===== src/rtl/seq_tuple_a_fifo.sv =====
// seq_tuple_a_fifo
//   Circular-buffer FIFO for the 8-bit `a` field of the upstream register/mux stage.
//   The output is first-word-fall-through: the head entry sits on O_a whenever the FIFO is
//   not empty. Occupancy and full/empty status are exported.
//   The FIFO decouples the always-driven producer from a consumer that may stall.
//
// Ports
//   CLK      clock; all state changes on its rising edge
//   RESETN   synchronous, active-low reset
//   I_a      write data from the upstream stage
//   I_valid  upstream offers I_a this cycle
//   I_ready  FIFO can accept I_a this cycle (= !full)
//   O_a      head-of-FIFO data, 0 when empty
//   O_valid  O_a holds a valid entry (= !empty)
//   O_ready  downstream takes O_a this cycle
//   count    current occupancy, 0..DEPTH
//   full     count == DEPTH
//   empty    count == 0
module seq_tuple_a_fifo #(
  parameter int unsigned WIDTH = 8,
  parameter int unsigned DEPTH = 4
) (
  input  logic                       CLK,
  input  logic                       RESETN,
  input  logic [WIDTH-1:0]           I_a,
  input  logic                       I_valid,
  output logic                       I_ready,
  output logic [WIDTH-1:0]           O_a,
  output logic                       O_valid,
  input  logic                       O_ready,
  output logic [$clog2(DEPTH+1)-1:0] count,
  output logic                       full,
  output logic                       empty
);

  localparam int unsigned PtrW = $clog2(DEPTH);
  localparam int unsigned CntW = $clog2(DEPTH+1);

  logic [WIDTH-1:0] mem_q [DEPTH];
  logic [PtrW-1:0]  wr_ptr_q, wr_ptr_d;
  logic [PtrW-1:0]  rd_ptr_q, rd_ptr_d;
  logic [CntW-1:0]  count_q, count_d;

  logic push, pop;

  // Status comes from registered state only. This keeps O_ready out of the I_ready path,
  // so a pop while full does not open the input until the next cycle.
  always_comb begin
    full    = (count_q == CntW'(DEPTH));
    empty   = (count_q == '0);
    I_ready = ~full;
    O_valid = ~empty;
    count   = count_q;
    O_a     = empty ? '0 : mem_q[rd_ptr_q];
  end

  assign push = I_valid & I_ready;
  assign pop  = O_valid & O_ready;

  // Pointers wrap naturally because DEPTH is a power of two.
  always_comb begin
    wr_ptr_d = wr_ptr_q;
    rd_ptr_d = rd_ptr_q;
    count_d  = count_q;
    if (push) begin
      wr_ptr_d = wr_ptr_q + PtrW'(1);
    end
    if (pop) begin
      rd_ptr_d = rd_ptr_q + PtrW'(1);
    end
    unique case ({push, pop})
      2'b10:   count_d = count_q + CntW'(1);
      2'b01:   count_d = count_q - CntW'(1);
      default: count_d = count_q;
    endcase
  end

  always_ff @(posedge CLK) begin
    if (!RESETN) begin
      wr_ptr_q <= '0;
      rd_ptr_q <= '0;
      count_q  <= '0;
    end else begin
      wr_ptr_q <= wr_ptr_d;
      rd_ptr_q <= rd_ptr_d;
      count_q  <= count_d;
    end
  end

  // Storage is not cleared on reset. A write during reset is blocked so that a discarded
  // push leaves no trace in the array.
  always_ff @(posedge CLK) begin
    if (RESETN && push) begin
      mem_q[wr_ptr_q] <= I_a;
    end
  end

endmodule


===== config.mk =====
export PLATFORM = sky130hd
export DESIGN_NAME = seq_tuple_a_fifo
export DESIGN_NICKNAME = d
export VERILOG_FILES = /design/src/rtl/seq_tuple_a_fifo.sv
export SDC_FILE = /design/constraint.sdc
export NUM_CORES = 1
export LEC_CHECK = 0
export CAP_MARGIN = 25
export CORE_MARGIN = 2
export CORE_UTILIZATION = 53
export CTS_CLUSTER_DIAMETER = 120
export DETAILED_ROUTE_END_ITERATION = 10
export PLACE_DENSITY = 0.8
export SLEW_MARGIN = 15
export SYNTH_ARGS = -nofsm -noshare
export SYNTH_HDL_FRONTEND = slang
export SYNTH_SLANG_ARGS = --single-unit

===== constraint.sdc =====
create_clock -name CLK -period 2.5 [get_ports CLK]
set_input_delay 0.375 -clock CLK [delete_from_list [all_inputs] [get_ports CLK]]
set_output_delay 0.375 -clock CLK [all_outputs]
set_load 0.005 [all_outputs]

==> results of run 1 <==
[worst max-delay path, cell delays in order, from the launching register on]
cell and delay (ps):
dfxtp_4 470, mux4_2 520, nor2b_4 140, clkdlybuf4s50_1 450
[kinds of logic after synthesis]
family	count (synthesis)
flip-flops	41
AND/OR/NAND/NOR	28
buffers and inverters	13
multiplexers	10
AO/OA/AOI/OAI	7
adder cells (fa/ha/maj)	6
XOR/XNOR	2
[per-layer routing]
| layer | track usage | share of wire |
|---|---|---|
| met2 | 0.295 | 0.54 |
| met3 | 0.0393 | 0.034 |
| met5 | 0 | 0 |
| met4 | 0.0729 | 0.0064 |
| met1 | 0.204 | 0.42 |
[what timing repair did]
item	4_1_cts	5_1_grt
cloned	0	0
endpoints found under the hold margin	0	0
endpoints found under the setup margin	5	5
resized for setup	1	1
hold buffers	0	0
[flip-flops by register name, indices dropped and copies added (netlist names), named ones only]
name      count
mem_q        32
rd_ptr_q      2
count         3
wr_ptr_q      2
[cell usage after synthesis]
cell type / instances / area, um^2
and2_1: 2 / 12.5
or3_1: 2 / 12.5
nand2_1: 7 / 26.3
a21boi_1: 2 / 15.0
xor2_1: 1 / 8.76
inv_1: 4 / 15.0
mux4_2: 8 / 180
and3_1: 4 / 25.0
dfxtp_1: 9 / 180
nand4bb_1: 1 / 11.3
mux2i_1: 2 / 20.0
clkbuf_2: 1 / 5.00
o21ai_1: 2 / 10.0
buf_6: 1 / 11.3
buf_4: 2 / 15.0
fa_1: 1 / 20.0
xnor2_1: 1 / 8.76
nor3_2: 1 / 10.0
inv_2: 4 / 15.0
nor2b_1: 2 / 12.5
edfxtp_1: 32 / 961
nand3_2: 1 / 10.0
nor2b_4: 8 / 110
ha_1: 5 / 62.6
o21ai_0: 3 / 15.0
clkbuf_1: 1 / 3.75
[stage by stage]
stage	util	worst slack, ps
6_report	0.651	211
5_1_grt	0.651	85.2
4_1_cts	0.653	56.7
3_5_place_dp	0.636	80.9
3_3_place_gp	0.636	160
2_1_floorplan	-	479
[power by group]
part / internal, mW / total, mW / switching (mW) / leakage (nW)
Clock: 0.106 / 0.314 / 0.207 / 0.0310
Sequential: 0.812 / 0.900 / 0.0879 / 0.365
Combinational: 0.529 / 0.884 / 0.355 / 0.355
[how the worst max path moves through the flow]
| stage | end | start | slack (ps) |
|---|---|---|---|
| 6_report | O_a[0] | flip-flop | 210 |
| 5_1_grt | O_a[5] | flip-flop | 90 |
| 4_1_cts | O_a[4] | flip-flop | 60 |
| 3_5_place_dp | count[2] | O_ready | 80 |
| 3_3_place_gp | count[2] | O_ready | 160 |
| 2_1_floorplan | count[2] | count[1] | 480 |
[layout make-up]
cell class              count  area [um^2]  area share
inverters                   8         30.0      0.0140
well taps                  46         57.6      0.0269
multi-input cells          53          577       0.270
flip-flops and latches     41         1140       0.535
clock buffers               5         37.5      0.0175
repair buffers             28          275       0.129
clock inverters             3         17.5     0.00819
==> summary.md, run 1 <==
| Metric | Value |
|---|---|
| P_leak | `~0.75 nW` |
| Cell depth of the worst hold path | `2` |
| Starting DRT DRC Count | `23` |
| Area post-placement | `approximately 2100 um^2` |
| Worst Reg-to-Reg Cells | `8` |
| Hold WS | `between 500 and 600 ps` |
| Syn_nets | `approximately 130` |
| Initial Util | `0.541` |
| Fill cells | `about 230` |
| Number of global-route vias before repair | `960` |
| DP HPWL | `around 2 mm` |
| Period utilisation layout | `0.916` |
| Status | `finished, final reports clean` |
| Initial antenna violation count | `0` |
| First-pass GRT wire length | `around 4.5 mm` |
| WS Path Type | `flip-flop to output port` |
| Inserted Diodes | `0` |
| I/O pins | `27` |
| Syn Inst Count | `107` |
| Yosys warns | `0` |
| Total track usage | `0.170` |
| Compound-Gate Fraction of Synth Area | `0.0225` |
| Post-route ant nets | `0` |
| Reg2reg end | `count[2]` |
| Max clock buf depth | `2` |
| Unrepaired setup endpoints after global routing | `false` |
| Dpl cells | `~180` |
| Synth-to-Final Area Change | `20.4%` |
| Unique masters post-synth | `26` |
| Die width | `roughly 62 um` |
| Mux contribution to synthesized area | `0.113` |
| Drt drc | `0` |
| Hold_sp | `rd_ptr_q[1]` |
| # port buffers | `26` |
| Post-synthesis simple-gate area fraction | `0.130` |
| CP Launch Type | `flip-flop` |
| FF+latch count, synth | `between 40 and 50` |
| Global placement routability congestion | `roughly 0.73` |
| Clk root buf | `clkbuf_4` |
| Largest net degree at the start of global routing | `15` |
| Largest family of logic cells by synthesized area | `simple AND/OR/NAND/NOR gates` |
| R2R Setup Slk | `between 400 and 500 ps` |
| Post-CTS setup buffer count | `0` |
| Worst skew pair latency | `about 330 ps` |
| Worst vdd ir | `567 uV` |
| DIE AREA | `approximately 3800 um^2` |
| XOR/XNOR Fraction of Synth Area | `0.00986` |
| Core Footprint | `roughly 3300 um^2` |
| Max transition margin | `0.700` |
| Worst-Margin Slew | `about 450 ps` |
| Final instance area | `~2100 um^2` |
| WL/cell | `15.2 um` |
| Fin. max-slew vios | `0` |
| Adder-Cell Fraction of Synth Area | `0.0465` |
| Post-synthesis cell area | `between 1500 and 2000 um^2` |
| Pwr/cell area | `a little under 1000 nW/um^2` |
| Detailed-route via count | `slightly above 900` |
| Leading cell type in the layout, fill and taps excluded | `edfxtp_1` |
| Syn_area_per_cell | `about 17 um^2` |
| Grt ovf | `0` |
| Ratio of cells with drive above 1 in the final layout | `0.239` |
| CTS tree | `done` |
| Worst Path Arrival | `about 1900 ps` |
| Tmin final | `~2300 ps` |
| Worst Path Max Fanout | `8` |
| H-tree levels | `2` |
| Fin nets | `roughly 160` |
| DRT Pass-1 Iters | `4` |
| WL final | `between 2 and 3 mm` |
| Clock Sinks | `41` |
| Seq/Total Area, Yosys | `0.642` |
| Fin Clk Skew | `between 5 and 6 ps` |
| Max Fclk | `437 MHz` |
| Max-cap violations | `0` |
| Final Hold Vio Count | `0` |
| Worst flop-to-flop path startpoint | `count[0]` |
| Most frequent cells in the layout | `edfxtp_1 (32), clkdlybuf4s50_1 (26), mux4_2 (8), nor2b_4 (8), dfxtp_1 (8)` |
| Routed vias/inst | `about 5.0` |
| Fin cells | `roughly 180` |
| Final setup vio count | `0` |
| Critical Path RT | `2120 ps` |
| CTS buffer count | `5` |
| Clock slew seen by the registers of the worst setup and hold paths | `between 100 and 150 ps` |
| Number of placement rows | `21` |
| Setup crit end kind | `output port` |
| Die Y | `slightly above 60 um` |
| Overall power | `2.10 mW` |
| Setup_tns | `0 ps` |
| Worst hold path type | `flip-flop to flip-flop` |
Power figures use the tool's default switching activity.
==> run 2, diff against run 1 <==
- PLACE_DENSITY: 0.8 -> 0.91
==> run 2 against run 1 <==
Count of clock-buffer cells in the layout unchanged. Non-clock buffer count grew 1. Clock power increased by 29%. Worst hold slack got worse by 2.4 ps. Die area did not move. Sequential power down 3.4%. Power up 4.7%. Clock skew grew 4.5 ps. Critical endpoint is now O_a[3].
==> summary.md, run 2 (same netlist as run 1, synthesis figures left out) <==
| Metric | Value |
|---|---|
| Status | `finished, final reports clean (unchanged)` |
| Starting DRT DRC Count | `43 (was 23)` |
| Worst skew pair latency | `340 ps (was 330 ps)` |
| Drt drc | `0 (unchanged)` |
| Fin Clk Skew | `10.1 ps (was 5.51 ps)` |
| Worst Path Arrival | `1970 ps (was 1910 ps)` |
| Fin nets | `156 (was 155)` |
| Global placement routability congestion | `0.710 (was 0.734)` |
| Worst-Margin Slew | `443 ps (was 451 ps)` |
| Final setup vio count | `0 (unchanged)` |
| Setup crit end kind | `output port (unchanged)` |
| Number of placement rows | `21 (unchanged)` |
| P_leak | `0.765 nW (was 0.751 nW)` |
| R2R Setup Slk | `400 ps (was 470 ps)` |
| Max stage delay cell, worst path | `mux4_2 (unchanged)` |
| Logic pwr share | `0.420 (was 0.421)` |
| Most flops, register | `mem_q (unchanged)` |
| Finished Core Util | `0.658 (was 0.651)` |
| Total track usage | `0.172 (was 0.170)` |
| Hold_buf cts | `0 (unchanged)` |
| Core Footprint | `3280 um^2 (unchanged)` |
| Post-CTS setup buffer count | `0 (unchanged)` |
| Unrepaired setup endpoints after global routing | `false (unchanged)` |
| Clock share of power | `0.184 (was 0.150)` |
| Worst Path Max Fanout | `8 (unchanged)` |
| WL/cell | `15.4 um (was 15.2 um)` |
| I/O pins | `27 (unchanged)` |
| Worst Reg-to-Reg Cells | `8 (unchanged)` |
| DRT Pass-1 Iters | `4 (unchanged)` |
| CP Cell Sequence | `buf_4, mux4_2, nor2b_4, clkdlybuf4s50_1 (was mux4_2, nor2b_4, clkdlybuf4s50_1)` |
| Register share of total power | `0.396 (was 0.429)` |
| First-pass GRT wire length | `4.43 mm (was 4.46 mm)` |
| Ratio of cells with drive above 1 in the final layout | `0.232 (was 0.239)` |
| Die Y | `61.9 um (unchanged)` |
| Critical Path RT | `2120 ps (about the same)` |
| DIE AREA | `3830 um^2 (unchanged)` |
| Final instance area | `2160 um^2 (was 2140 um^2)` |
| Die width | `61.9 um (unchanged)` |
| WS Path Type | `flip-flop to output port (unchanged)` |
| CTS tree | `done (unchanged)` |
| Clock Sinks | `41 (unchanged)` |
| DP HPWL | `2.01 mm (was 2.00 mm)` |
| CTS resizes | `0 (was 1)` |
| Clk root buf | `clkbuf_4 (unchanged)` |
| Tmin final | `2340 ps (was 2290 ps)` |
| Sw frac | `0.294 (was 0.310)` |
| Fin cells | `184 (unchanged)` |
| Largest register FFs | `32 (unchanged)` |
| Hold WS | `499 ps (was 501 ps)` |
| Grt ovf | `0 (unchanged)` |
| Overall power | `2.20 mW (was 2.10 mW)` |
| WL final | `2.83 mm (was 2.80 mm)` |
| Initial antenna violation count | `0 (unchanged)` |
| Max Fclk | `427 MHz (was 437 MHz)` |
| CTS buffer count | `5 (unchanged)` |
| Max-cap violations | `0 (unchanged)` |
| Worst vdd ir | `732 uV (was 567 uV)` |
| Dpl cells | `177 (unchanged)` |
| # port buffers | `26 (unchanged)` |
| Inserted Diodes | `0 (unchanged)` |
| Internal power | `1.55 mW (was 1.45 mW)` |
| Fin. max-slew vios | `0 (unchanged)` |
| Cell depth of the worst hold path | `2 (unchanged)` |
| Number of global-route vias before repair | `936 (was 960)` |
| Post-route ant nets | `0 (unchanged)` |
| H-tree levels | `2 (unchanged)` |
| Net switching power figure | `0.646 mW (was 0.650 mW)` |
| Period utilisation layout | `0.936 (was 0.916)` |
| Area of the multi-input gates | `577 um^2 (unchanged)` |
| Most frequent cells in the layout | `edfxtp_1 (32), clkdlybuf4s50_1 (26), dfxtp_1 (9) (was edfxtp_1 (32), clkdlybuf4s50_1 (26), mux4_2 (8), nor2b_4 (8), dfxtp_1 (8))` |
| Clock slew seen by the registers of the worst setup and hold paths | `100 ps (was 120 ps)` |
| Worst hold path type | `flip-flop to flip-flop (unchanged)` |
| Final Hold Vio Count | `0 (unchanged)` |
| Synth-to-Final Area Change | `21.6% (was 20.4%)` |
| Max incr delay on CP | `520 ps (about the same)` |
| Detailed-route via count | `956 (was 919)` |
| Max transition margin | `0.705 (was 0.700)` |
| Register area | `1140 um^2 (about the same)` |
| Pwr/cell area | `1020 nW/um^2 (was 980 nW/um^2)` |
| Leading cell type in the layout, fill and taps excluded | `edfxtp_1 (unchanged)` |
| Area post-placement | `2090 um^2 (unchanged)` |
| Routed vias/inst | `5.20 (was 4.99)` |
| Initial Util | `0.541 (unchanged)` |
| Max clock buf depth | `2 (unchanged)` |
| Largest net degree at the start of global routing | `15 (unchanged)` |
| Fill cells | `246 (was 231)` |
| CP Launch Type | `flip-flop (unchanged)` |
[run 2: area by class of cell]
cell class              instances  share of cell area
well taps                      46              0.0266
clock inverters                 2              0.0162
multi-input cells              53               0.267
repair buffers                 29               0.131
inverters                       8              0.0139
clock buffers                   5              0.0174
flip-flops and latches         41               0.528
[run 2: worst max-delay path, delay by kind of cell, from the launching register on]
kind	cells	cell delay, ps
multiplexers	1	520
flip-flops	1	320
AND/OR/NAND/NOR	1	140
buffers and inverters	2	650
[run 2: per-layer routing]
layer,share of wire,track usage,vias up
li1,-,-,450
met1,0.42,0.202,472
met2,0.51,0.289,28
met3,0.055,0.0580,6
met4,0.018,0.0729,0
met5,0,0,-
[run 2: path summary, 6_finish.rpt]
| path | from | endpoint |
|---|---|---|
| worst max register to register | count[0] | count[2] |
| worst max-delay path | flip-flop | O_a[3] |
| worst min-delay path | rd_ptr_q[0] | flip-flop |
| worst min register to register | rd_ptr_q[0] | flip-flop |
[run 2: per-stage QoR]
step,worst slack (ps),setup TNS [ps]
after floorplan,479,0
after global placement,165,0
after global routing,33.4,0
after CTS,121,0
final,159,0
after detailed placement,-8.92,-8.92
[run 2: power groups by stage]
stage          Sequential (mW)  Clock, mW  Combinational, mW
3_3_place_gp             0.879          0              0.905
3_5_place_dp             0.884          0              0.938
4_1_cts                  0.869      0.411              0.942
5_1_grt                  0.879      0.443               1.02
6_report                 0.869      0.405              0.923
2_1_floorplan            0.864          0              0.566
==> run 3, diff against run 2 <==
- CELL_PAD_IN_SITES_DETAIL_PLACEMENT: not set -> 0
- CELL_PAD_IN_SITES_GLOBAL_PLACEMENT: not set -> 1
- CORE_UTILIZATION: 53 -> 44
- MAX_ROUTING_LAYER: not set -> met4
- PLACE_DENSITY: 0.91 -> 0.9
- SETUP_SLACK_MARGIN: not set -> 0.1
==> run 3 against run 2 <==
Design area is 0.70% higher. Routed wire length is 3.1% lower. Clock skew down 7.3 ps. Worst setup slack better by 68 ps. Cell count is 2.7% higher. Fmax increased by 3.0%. Critical path type unchanged. Highest routed layer unchanged.
==> summary.md, run 3 (same netlist as run 1, synthesis figures left out) <==
| Metric | Value |
|---|---|
| Status | `finished, final reports clean (unchanged)` |
| Grt ovf | `0 (unchanged)` |
| Fin Clk Skew | `2.76 ps (was 10.1 ps)` |
| Detailed-route via count | `937 (was 956)` |
| I/O pins | `27 (unchanged)` |
| DIE AREA | `4560 um^2 (was 3830 um^2)` |
| Final Hold Vio Count | `0 (unchanged)` |
| Inserted Diodes | `0 (unchanged)` |
| Register area | `1140 um^2 (unchanged)` |
| Max incr delay on CP | `510 ps (was 520 ps)` |
| Worst hold path type | `flip-flop to flip-flop (unchanged)` |
| Max stage delay cell, worst path | `mux4_2 (unchanged)` |
| Max-cap violations | `0 (unchanged)` |
| CP Launch Type | `flip-flop (unchanged)` |
| Max clock buf depth | `2 (unchanged)` |
| Number of placement rows | `23 (was 21)` |
| CP Cell Sequence | `buf_4, mux4_2, nor2b_4, clkdlybuf4s50_1 (unchanged)` |
| CTS buffer count | `5 (unchanged)` |
| CTS resizes | `0 (unchanged)` |
| Initial antenna violation count | `0 (unchanged)` |
| Worst Path Arrival | `1900 ps (was 1970 ps)` |
| WL/cell | `14.5 um (was 15.4 um)` |
| Post-route ant nets | `0 (unchanged)` |
| Pwr/cell area | `1000 nW/um^2 (was 1020 nW/um^2)` |
| Overall power | `2.18 mW (was 2.20 mW)` |
| Drt drc | `0 (unchanged)` |
| Number of global-route vias before repair | `947 (was 936)` |
| Worst skew pair latency | `280 ps (was 340 ps)` |
| Family with the most delay on the worst path | `buffers and inverters (unchanged)` |
| Cell depth of the worst hold path | `2 (unchanged)` |
| Clk root buf | `clkbuf_8 (was clkbuf_4)` |
| Critical Path RT | `2120 ps (about the same)` |
| Clock Sinks | `41 (unchanged)` |
| First-pass GRT wire length | `4.31 mm (was 4.43 mm)` |
| Post-CTS setup buffer count | `0 (unchanged)` |
| Die width | `67.5 um (was 61.9 um)` |
| Initial Util | `0.451 (was 0.541)` |
| Die Y | `67.5 um (was 61.9 um)` |
| Most frequent cells in the layout | `edfxtp_1 (32), clkdlybuf4s50_1 (26), dfxtp_1 (9) (unchanged)` |
| Synth-to-Final Area Change | `22.5% (was 21.6%)` |
| DP HPWL | `1.95 mm (was 2.01 mm)` |
| Buf/Inv on CP | `2 (unchanged)` |
| Worst Reg-to-Reg Cells | `8 (unchanged)` |
| Setup crit end kind | `output port (unchanged)` |
| WL final | `2.74 mm (was 2.83 mm)` |
| Most flops, register | `mem_q (unchanged)` |
| Final setup vio count | `0 (unchanged)` |
| DRT Pass-1 Iters | `4 (unchanged)` |
| Total track usage | `0.138 (was 0.172)` |
| Fin nets | `156 (unchanged)` |
| Area of the multi-input gates | `577 um^2 (unchanged)` |
| Max transition margin | `0.715 (was 0.705)` |
| Leading cell type in the layout, fill and taps excluded | `edfxtp_1 (unchanged)` |
| Tmin final | `2270 ps (was 2340 ps)` |
| P_leak | `0.769 nW (was 0.765 nW)` |
| Setup_tns | `0 ps (unchanged)` |
| # port buffers | `26 (unchanged)` |
| Max Fclk | `440 MHz (was 427 MHz)` |
| Worst vdd ir | `871 uV (was 732 uV)` |
| Core Footprint | `3940 um^2 (was 3280 um^2)` |
| Hold_buf cts | `0 (unchanged)` |
| H-tree levels | `2 (unchanged)` |
| Fin. max-slew vios | `0 (unchanged)` |
| Global placement routability congestion | `0.675 (was 0.710)` |
| Worst Path Max Fanout | `8 (unchanged)` |
| Starting DRT DRC Count | `59 (was 43)` |
| Worst-Margin Slew | `428 ps (was 443 ps)` |
| Period utilisation layout | `0.909 (was 0.936)` |
| Largest register FFs | `32 (unchanged)` |
| Largest net degree at the start of global routing | `15 (unchanged)` |
| Routed vias/inst | `4.96 (was 5.20)` |
| Cell depth of the worst setup path | `4 (unchanged)` |
| CTS tree | `done (unchanged)` |
| Ratio of cells with drive above 1 in the final layout | `0.230 (was 0.232)` |
| WS Path Type | `flip-flop to output port (unchanged)` |
| Fill cells | `317 (was 246)` |
| Unrepaired setup endpoints after global routing | `false (unchanged)` |
| Clock slew seen by the registers of the worst setup and hold paths | `70 ps (was 100 ps)` |
[run 3: cell types whose count changed in the layout (fill, tap and decap cells not counted), sizes merged]
cell / change
bufinv: -1
clkbuf: +1
clkinv: +1
[run 3: worst reg2reg max path: cells and delay by family, from the launching register on]
| family | cells | cell delay [ps] |
|---|---|---|
| flip-flops | 1 | 450 |
| buffers and inverters | 1 | 60 |
| AND/OR/NAND/NOR | 3 | 570 |
| AO/OA/AOI/OAI | 1 | 150 |
| adder cells (fa/ha/maj) | 2 | 590 |
| XOR/XNOR | 1 | 160 |
[run 3: final cells by class]
class	count	area share
clock buffer	6	0.0334
clock inverter	2	0.00460
inverter	8	0.0138
multi-input combinational	53	0.265
sequential	41	0.524
tap	50	0.0288
timing repair buffer	29	0.130
[run 3: through the flow]
step | utilization | area (um^2) | std cells | setup WS [ps] | hold WS, ps
floorplan | - | 1780 | 107 | 479 | 456
global placement | 0.531 | 2090 | 181 | 163 | 465
detailed placement | 0.531 | 2090 | 181 | 41.6 | 486
CTS | 0.552 | 2180 | 189 | 193 | 503
global route | 0.552 | 2180 | 189 | 143 | 536
finish | 0.552 | 2180 | 189 | 227 | 496
[run 3: path summary, 6_finish.rpt]
kind                            slack, ps   startpoint          end
worst min register to register        500  rd_ptr_q[1]  rd_ptr_q[1]
worst max register to register        470     count[0]     count[2]
worst min-delay path                  500  rd_ptr_q[1]  rd_ptr_q[1]
worst max-delay path                  230    flip-flop       O_a[1]
[run 3: power by group]
group	internal, mW	switching, mW	total (mW)	leakage (nW)
Combinational	0.537	0.379	0.916	0.360
Clock	0.193	0.205	0.398	0.0450
Sequential	0.808	0.0608	0.869	0.364
[run 3: routing by layer]
metal,global-route usage,wire length (um),vias to the layer above
met2,0.235,1390,29
li1,-,-,448
met4,0.0459,32,0
met1,0.156,1160,458
met3,0.0400,155,2
met5,-,0,-
